--- config.mk ---
export PLATFORM = sky130hd
export DESIGN_NAME = candle_sequencer
export DESIGN_NICKNAME = d
export VERILOG_FILES = /design/src/rtl/candle_sequencer.sv
export SDC_FILE = /design/constraint.sdc
export NUM_CORES = 1
export LEC_CHECK = 0
export CAP_MARGIN = 10
export CORE_MARGIN = 5
export CORE_UTILIZATION = 49
export CTS_BUF_LIST = sky130_fd_sc_hd__clkbuf_4 sky130_fd_sc_hd__clkbuf_8
export DETAILED_ROUTE_END_ITERATION = 7
export HOLD_SLACK_MARGIN = 0.02
export MAX_ROUTING_LAYER = met4
export PLACE_DENSITY_LB_ADDON = 0.25
export SETUP_SLACK_MARGIN = 0.02
export SYNTH_ARGS = -nofsm -noshare
export SYNTH_HDL_FRONTEND = slang
export SYNTH_SLANG_ARGS = --single-unit
--- constraint.sdc ---
create_clock -name sys_clk -period 1.8 [get_ports sys_clk]
set_input_delay 0.54 -clock sys_clk [delete_from_list [all_inputs] [get_ports sys_clk]]
set_output_delay 0.54 -clock sys_clk [all_outputs]
set_load 0.03 [all_outputs]
--- src/rtl/candle_sequencer.sv ---
// Candle sequencer: holds the lit mask and, on snuff, walks lit candles lowest-first through the extinguisher.
// Enable rises two edges after snuff_start; a candle that never acks keeps enable for TIMEOUT_CYCLES and is then skipped.
module candle_sequencer #(
  parameter int TIMEOUT_CYCLES = 64,
  parameter int GAP_CYCLES     = 2
) (
  input  logic       sys_clk,
  input  logic       clr_n,
  input  logic       light_req,
  input  logic [2:0] light_pos,
  input  logic       snuff_start,
  input  logic       extinguish,
  output logic [2:0] position,
  output logic       enable,
  output logic [7:0] lit,
  output logic       busy,
  output logic       done,
  output logic       timeout_err
);

  typedef enum logic [2:0] {IDLE, SEEK, WAIT, GAP, FIN} state_t;

  localparam logic [15:0] WAIT_LAST = 16'(TIMEOUT_CYCLES - 1);
  // SEEK supplies the last low cycle between candles, so GAP itself lasts GAP_CYCLES-1 cycles.
  localparam logic [3:0]  GAP_LAST  = 4'(GAP_CYCLES - 2);

  state_t      state_q, state_d;
  logic [7:0]  lit_q, lit_d, skip_q, skip_d;
  logic [2:0]  pos_q, pos_d;
  logic        en_q, en_d, busy_q, busy_d, done_q, done_d;
  logic        terr_q, terr_d, snuff_q, snuff_d;
  logic [15:0] wcnt_q, wcnt_d;
  logic [3:0]  gcnt_q, gcnt_d;
  logic [7:0]  pending, set_mask, clr_mask;
  logic [2:0]  seek_pos;

  always_comb begin
    pending  = lit_q & ~skip_q;
    seek_pos = 3'd0;
    for (int i = 7; i >= 0; i--) begin
      if (pending[i]) seek_pos = 3'(i);
    end
  end

  always_comb begin
    state_d  = state_q;
    skip_d   = skip_q;
    pos_d    = pos_q;
    en_d     = en_q;
    terr_d   = terr_q;
    wcnt_d   = wcnt_q;
    gcnt_d   = gcnt_q;
    snuff_d  = snuff_start && (state_q == IDLE);
    busy_d   = (state_q == SEEK) || (state_q == WAIT) || (state_q == GAP);
    done_d   = (state_q == FIN);
    set_mask = light_req ? (8'd1 << light_pos) : 8'd0;
    clr_mask = 8'd0;
    case (state_q)
      IDLE: begin
        en_d = 1'b0;
        if (snuff_q) begin
          terr_d  = 1'b0;
          skip_d  = 8'd0;
          state_d = (lit_q != 8'd0) ? SEEK : FIN;
        end
      end
      SEEK: begin
        if (pending != 8'd0) begin
          pos_d   = seek_pos;
          en_d    = 1'b1;
          wcnt_d  = 16'd0;
          state_d = WAIT;
        end else begin
          state_d = FIN;
        end
      end
      WAIT: begin
        wcnt_d = wcnt_q + 16'd1;
        // An ack on the final timeout cycle still counts as a success.
        if (extinguish || (wcnt_q == WAIT_LAST)) begin
          if (extinguish) begin
            clr_mask = 8'd1 << pos_q;
          end else begin
            terr_d = 1'b1;
            skip_d = skip_q | (8'd1 << pos_q);
          end
          en_d    = 1'b0;
          gcnt_d  = 4'd0;
          state_d = (GAP_CYCLES > 1) ? GAP : SEEK;
        end
      end
      GAP: begin
        if (gcnt_q == GAP_LAST) state_d = SEEK;
        else                    gcnt_d  = gcnt_q + 4'd1;
      end
      FIN:     state_d = IDLE;
      default: state_d = IDLE;
    endcase
    // A light request on the bit being extinguished wins.
    lit_d = (lit_q & ~clr_mask) | set_mask;
  end

  always_ff @(posedge sys_clk or negedge clr_n) begin
    if (!clr_n) begin
      state_q <= IDLE;
      lit_q   <= 8'd0;
      skip_q  <= 8'd0;
      pos_q   <= 3'd0;
      en_q    <= 1'b0;
      busy_q  <= 1'b0;
      done_q  <= 1'b0;
      terr_q  <= 1'b0;
      snuff_q <= 1'b0;
      wcnt_q  <= 16'd0;
      gcnt_q  <= 4'd0;
    end else begin
      state_q <= state_d;
      lit_q   <= lit_d;
      skip_q  <= skip_d;
      pos_q   <= pos_d;
      en_q    <= en_d;
      busy_q  <= busy_d;
      done_q  <= done_d;
      terr_q  <= terr_d;
      snuff_q <= snuff_d;
      wcnt_q  <= wcnt_d;
      gcnt_q  <= gcnt_d;
    end
  end

  assign position    = pos_q;
  assign enable      = en_q;
  assign lit         = lit_q;
  assign busy        = busy_q;
  assign done        = done_q;
  assign timeout_err = terr_q;

endmodule

# ---- Yosys cells after proc, flatten, opt, wreduce, memory -nomap -nowiden
# Cells that the tools add are included.
dict set report classes {
  n_shift 2
  n_eq_ne 11
  bitwise_logic 6
  n_addsub 2
  n_reduce_logical 18
  mux 34
}
# cell count
set ops {}
lappend ops {{2-to-1 mux 8 bit} 7}
lappend ops {{2-to-1 mux 3 bit} 13}
lappend ops {{one-hot mux 16 bit (2 select lines)} 1}
lappend ops {{adder 16 x 1 -> 16 bit, second input constant} 1}
lappend ops {{bitwise AND 8 bit} 2}
lappend ops {{== test 16 x 6 -> 1 bit, second input constant} 1}
lappend ops {{2-to-1 mux 16 bit} 1}
lappend ops {{inverter 8 bit} 2}
lappend ops {{OR 8 bit} 2}
lappend ops {{one-hot mux 8 bit (2 select lines)} 1}
lappend ops {{nonzero test 8 bit} 2}
lappend ops {{left shift 1 x 3 -> 8 bit, first input constant} 2}
lappend ops {{one-hot mux 3 bit (4 select lines)} 1}
lappend ops {{AND reduction 3 bit} 3}
lappend ops {{2-to-1 mux 4 bit} 2}
lappend ops {{one-hot mux 4 bit (2 select lines)} 1}
lappend ops {{== test 3 x 2 -> 1 bit, second input constant} 2}
lappend ops {{!= test 2 x 1 -> 1 bit, second input constant} 3}
lappend ops {{!= test 2 bit, second input constant} 3}
lappend ops {{nonzero test 2 bit} 3}
lappend ops {{2-to-1 mux 1 bit} 5}
lappend ops {{adder 4 x 1 -> 4 bit, second input constant} 1}
lappend ops {{zero test 4 bit} 1}
lappend ops {{AND reduction 2 bit} 2}
lappend ops {{9 further kinds} 11}
dict set report totals {
  input_bits 8
  reg_bits 47
  wordCells 84
}

# ---- Longest topological paths before layout
dict set report logic_depth {
  ltp_word 10
  mapped_depth 7
  ltp_nobuf 6
}

# ---- Worst setup path after synthesis
# No wires, ideal clock.
dict set report synth_timing {
  path_kind {flip-flop to flip-flop}
  start {register lit_q[6] (netlist: lit[6])}
  end {register state_q[1]}
  setup_slack_ps -105
  path_stages_with_launch 6
  arrival_ps 1781
  t_required_ps 1675
  path_buffers 0
  path_cell_list {dfrtp_1 > and2b_1 > or4_4 > o21ai_4 > nand2_2 > mux2_2}
}
dict set report synth_via {
  elab_chain_cells 4
}
# item line
set synth_rtl {}
lappend synth_rtl {{start: declaration} 28} ;# logic [7:0] lit_q, lit_d, skip_q, skip_d;
lappend synth_rtl {{start signal: assignment} 118} ;# lit_q <= lit_d;
lappend synth_rtl {{bitwise AND 8 bit} 38} ;# pending = lit_q & ~skip_q;
lappend synth_rtl {{nonzero test 8 bit} 68} ;# if (pending != 8'd0) begin
lappend synth_rtl {{2-to-1 mux 3 bit} 68}
lappend synth_rtl {{one-hot mux 3 bit (4 select lines)} 58} ;# case (state_q)
lappend synth_rtl {{end signal: assignment} 117} ;# state_q <= state_d;
lappend synth_rtl {{end: declaration} 27} ;# state_t state_q, state_d;
# Every way passes these cells.
# A chain may end at the register's enable or synchronous reset.

# ---- Worst setup path after layout
dict set report layout_timing {
  start {register lit_q[7] (netlist: lit[7])}
  end {register en_q (netlist: enable)}
}
dict set report layout_via {
  elab_chain_cells 4
}
# item line
set layout_rtl {}
lappend layout_rtl {{bitwise AND 8 bit} 38}
lappend layout_rtl {{nonzero test 8 bit} 68}
lappend layout_rtl {{!= test 2 x 1 -> 1 bit (no source line)} --}
lappend layout_rtl {{AND reduction 3 bit (no source line)} --}
lappend layout_rtl {{end signal: assignment} 121} ;# en_q <= en_d;
lappend layout_rtl {{end: declaration} 30} ;# logic en_q, en_d, busy_q, busy_d, done_q, done_d;
# Every way passes these cells.

==> impl_metrics.toml <==
[status]
status = "complete, but fails checks"
violations = "negative setup slack"

[detailed_routing]
drc = 0
drt_wl_total_um = 5623
drtPass1Iterations = 4
vias = 2116
via_per_inst = 5.482
avgRoutedWirePerCell_um = 14.57
first_iter_violations = 170
drtAntennaViolNets = 0

[critical_path]
worst-path-max-fanout = 7
crit_start = "lit[7]$_DFF_PN0_"
reg2reg_slack_ns = -0.02
reg2reg_depth = 5
cp.required_ns = 1.99
critPathSlowestCell = "or4_4"
endpoint_kind = "register"
critPathLaunchType = "register"
crit_path_cell_trace = "nor2b_4 > or4_4 > o21ai_4 > buf_6 > a21bo_1"
rr_startpoint = "lit[7]$_DFF_PN0_"
arrival_ns = 2.01
critical-path-max-stage-delay_ns = 0.56
r2r-end = "enable$_DFFE_PN0P_"
crit_end = "enable$_DFFE_PN0P_"
crit_type = "register to register"

[power]
vdd_ir_drop_max_v = 0.0006322
p_per_area_mw_per_mm2 = 1460
p_leak_nw = 1.365

[synthesis]
ys_ff_latch = 47
yosys-top-cells-count = "dfrtp_1 (47), nand2_1 (31), o21ai_0 (31)"
yosysMostFrequentCell = "dfrtp_1"
syn_area_mm2 = 0.002421
yosys.area.top_type_share_pct = 48.58
synth.top_cells.by_area = "dfrtp_1 (49%), o21ai_0 (6.4%), nand3_1 (5.6%)"
synth-edff-count = 0
syn_inst = 262
synth_cell_types = 46
yosys_warnings = 0
synth_area_per_cell_um2 = 9.241
synth_nets = 273
postSynth.asyncResetShare_pct = 100.0
yosysSeqAreaShare_pct = 48.58
synth_top_area_cell = "dfrtp_1"
synthFlopType = "dfrtp_1"

[clocking]
cts_buffer_depth = 2
clkSinkCount = 47
numCtsBuffers = 5
cts_root_buf = "clkbuf_8"
clock_latency_ns = 0.30
clkTransAtPathRegs_ns = 0.09
cts_tree = "yes"
htreeDepth = 2

[layout]
final_core_util_pct = 65.95
fin_nets = 329
diodes = 0
design_area_mm2 = 0.003136
drive_above_1_share_pct = 22.26
register_area_mm2 = 0.001180
multiInputGateArea_mm2 = 0.001252
fill_cells = 412
area_growth_pct = 29.51
stdcell_count = 386

[timing]
fin_crit_ns = 1.815
finalHoldViolations = 0
max_freq_ghz = 0.5508
relSlewSlack_pct = 63.35
rsz0062_at_grt = "true"
slew_violations = 0
fin_crit_sh_pct = 100.9
worst_pin_slew_ns = 0.5448
fin_skew_ns = 0.004686
fin_ws_ns = -0.01544
finalSetupViolations = 3

[global_route]
grt_start_max_net_pins = 48
track_usage_pct = 19.94
grt_pass1_wl_um = 9735
grt.overflow.total = 0
antenna_found_initial = 0
grt_pass1_vias = 2053

[placed_design]
placedInstanceArea_mm2 = 0.002928
gp_congestion = 0.8651
dp_slack_ns = -0.1036
dp_hpwl_um = 4048
io_buffers = 22
placed_cells = 376

[die]
num_io_pins = 23
start_util_pct = 50.92
rows = 25
die_w_um = 80.29
die_area_mm2 = 0.006446
core_mm2 = 0.004755
die_h_um = 80.29

[run]
maxCapViolCount = 0

[min_path]
hold_path.class = "input pin to async pin"
[layout make-up]
cell class	count	area share [%]
inverter	3	0.3591
sequential	47	37.63
clock buffer	6	2.634
multi-input combinational	203	39.94
timing repair buffer	58	15.64
tap	67	2.674
clock inverter	2	1.117
[sequential cells by signal, summed over array words and instances, names as in the netlist]
signal / count
gcnt_q: 4
skip_q: 8
position: 3
timeout_err: 1
enable: 1
busy: 1
done: 1
state_q: 3
snuff_q: 1
wcnt_q: 16
lit: 8
[layer usage]
metal	vias to the layer above	wire length (um)	share of wire [%]	GRT usage, %
met5	-	0	0	-
met4	0	51	0.91	5.574
met3	5	206	3.7	4.148
met2	46	2791	50	31.54
met1	997	2573	46	26.07
li1	1068	-	-	-
[where the power goes]
group          switching, mW  internal [mW]
Combinational           1.30          0.972
Sequential             0.183           1.32
Clock                  0.351          0.450
[what timing repair did]
item	CTS	global route
pin swaps	11	5
hold buffers	0	0
cloned	0	0
endpoints found under the setup margin	26	29
resized for setup	26	12
buffers inserted	0	2
[cells in the final DEF, fill, tap and decap left out, types with 4 or more instances in the layout]
master and n:
a31oi_1 4, nand4_1 4, nand2b_1 12, buf_4 32
a21oi_1 10, clkdlybuf4s50_1 6, dlygate4sd2_1 15, a22o_1 4
nor2b_1 4, clkbuf_8 6, nor2_1 13, dfrtp_1 44
o31ai_1 8, nand2_1 30, and3_1 4, o21ai_0 27
nor3_1 6, nand3_1 25
[cells by family (layout without fill, tap and decap cells)]
group | after synthesis | count (layout) | synth area share (%)
multiplexers | 3 | 3 | 1.292
buffers and inverters | 12 | 69 | 3.049
adder cells (fa/ha/maj) | 3 | 3 | 1.551
flip-flops | 47 | 47 | 48.58
AND/OR/NAND/NOR | 126 | 126 | 27.34
AO/OA/AOI/OAI | 71 | 71 | 18.19
[worst min path at each step]
stage / startpoint / endpoint / slack [ns] / cells after the start
floorplan: clr_n / busy$_DFF_PN0_ / 0.24 / 0
detailed placement: skip_q[3]$_DFFE_PN0P_ / skip_q[3]$_DFFE_PN0P_ / 0.47 / 2
global placement: skip_q[3]$_DFFE_PN0P_ / skip_q[3]$_DFFE_PN0P_ / 0.46 / 2
finish: clr_n / lit[4]$_DFF_PN0_ / 0.19 / 2
CTS: clr_n / position[2]$_DFFE_PN0P_ / 0.21 / 2
global route: clr_n / lit[4]$_DFF_PN0_ / 0.22 / 2
[per-stage QoR]
stage	TNS, ns	hold WS, ns	total power [mW]
after floorplan	-0.07857	0.2444	2.805
after global placement	-0.3546	0.4580	3.752
after detailed placement	-0.6413	0.4665	3.775
after CTS	-0.06692	0.2118	4.588
after global routing	-0.5426	0.2202	4.913
final	-0.02584	0.1902	4.578
[worst max-delay path: cells and delay by family (launching register included)]
kind            cells  cell delay, ns
simple gates        2            0.69
compound gates      2            0.44
flops               1            0.41
buf+inv             1            0.17
Note: power is estimated with default switching activity, not from simulation.
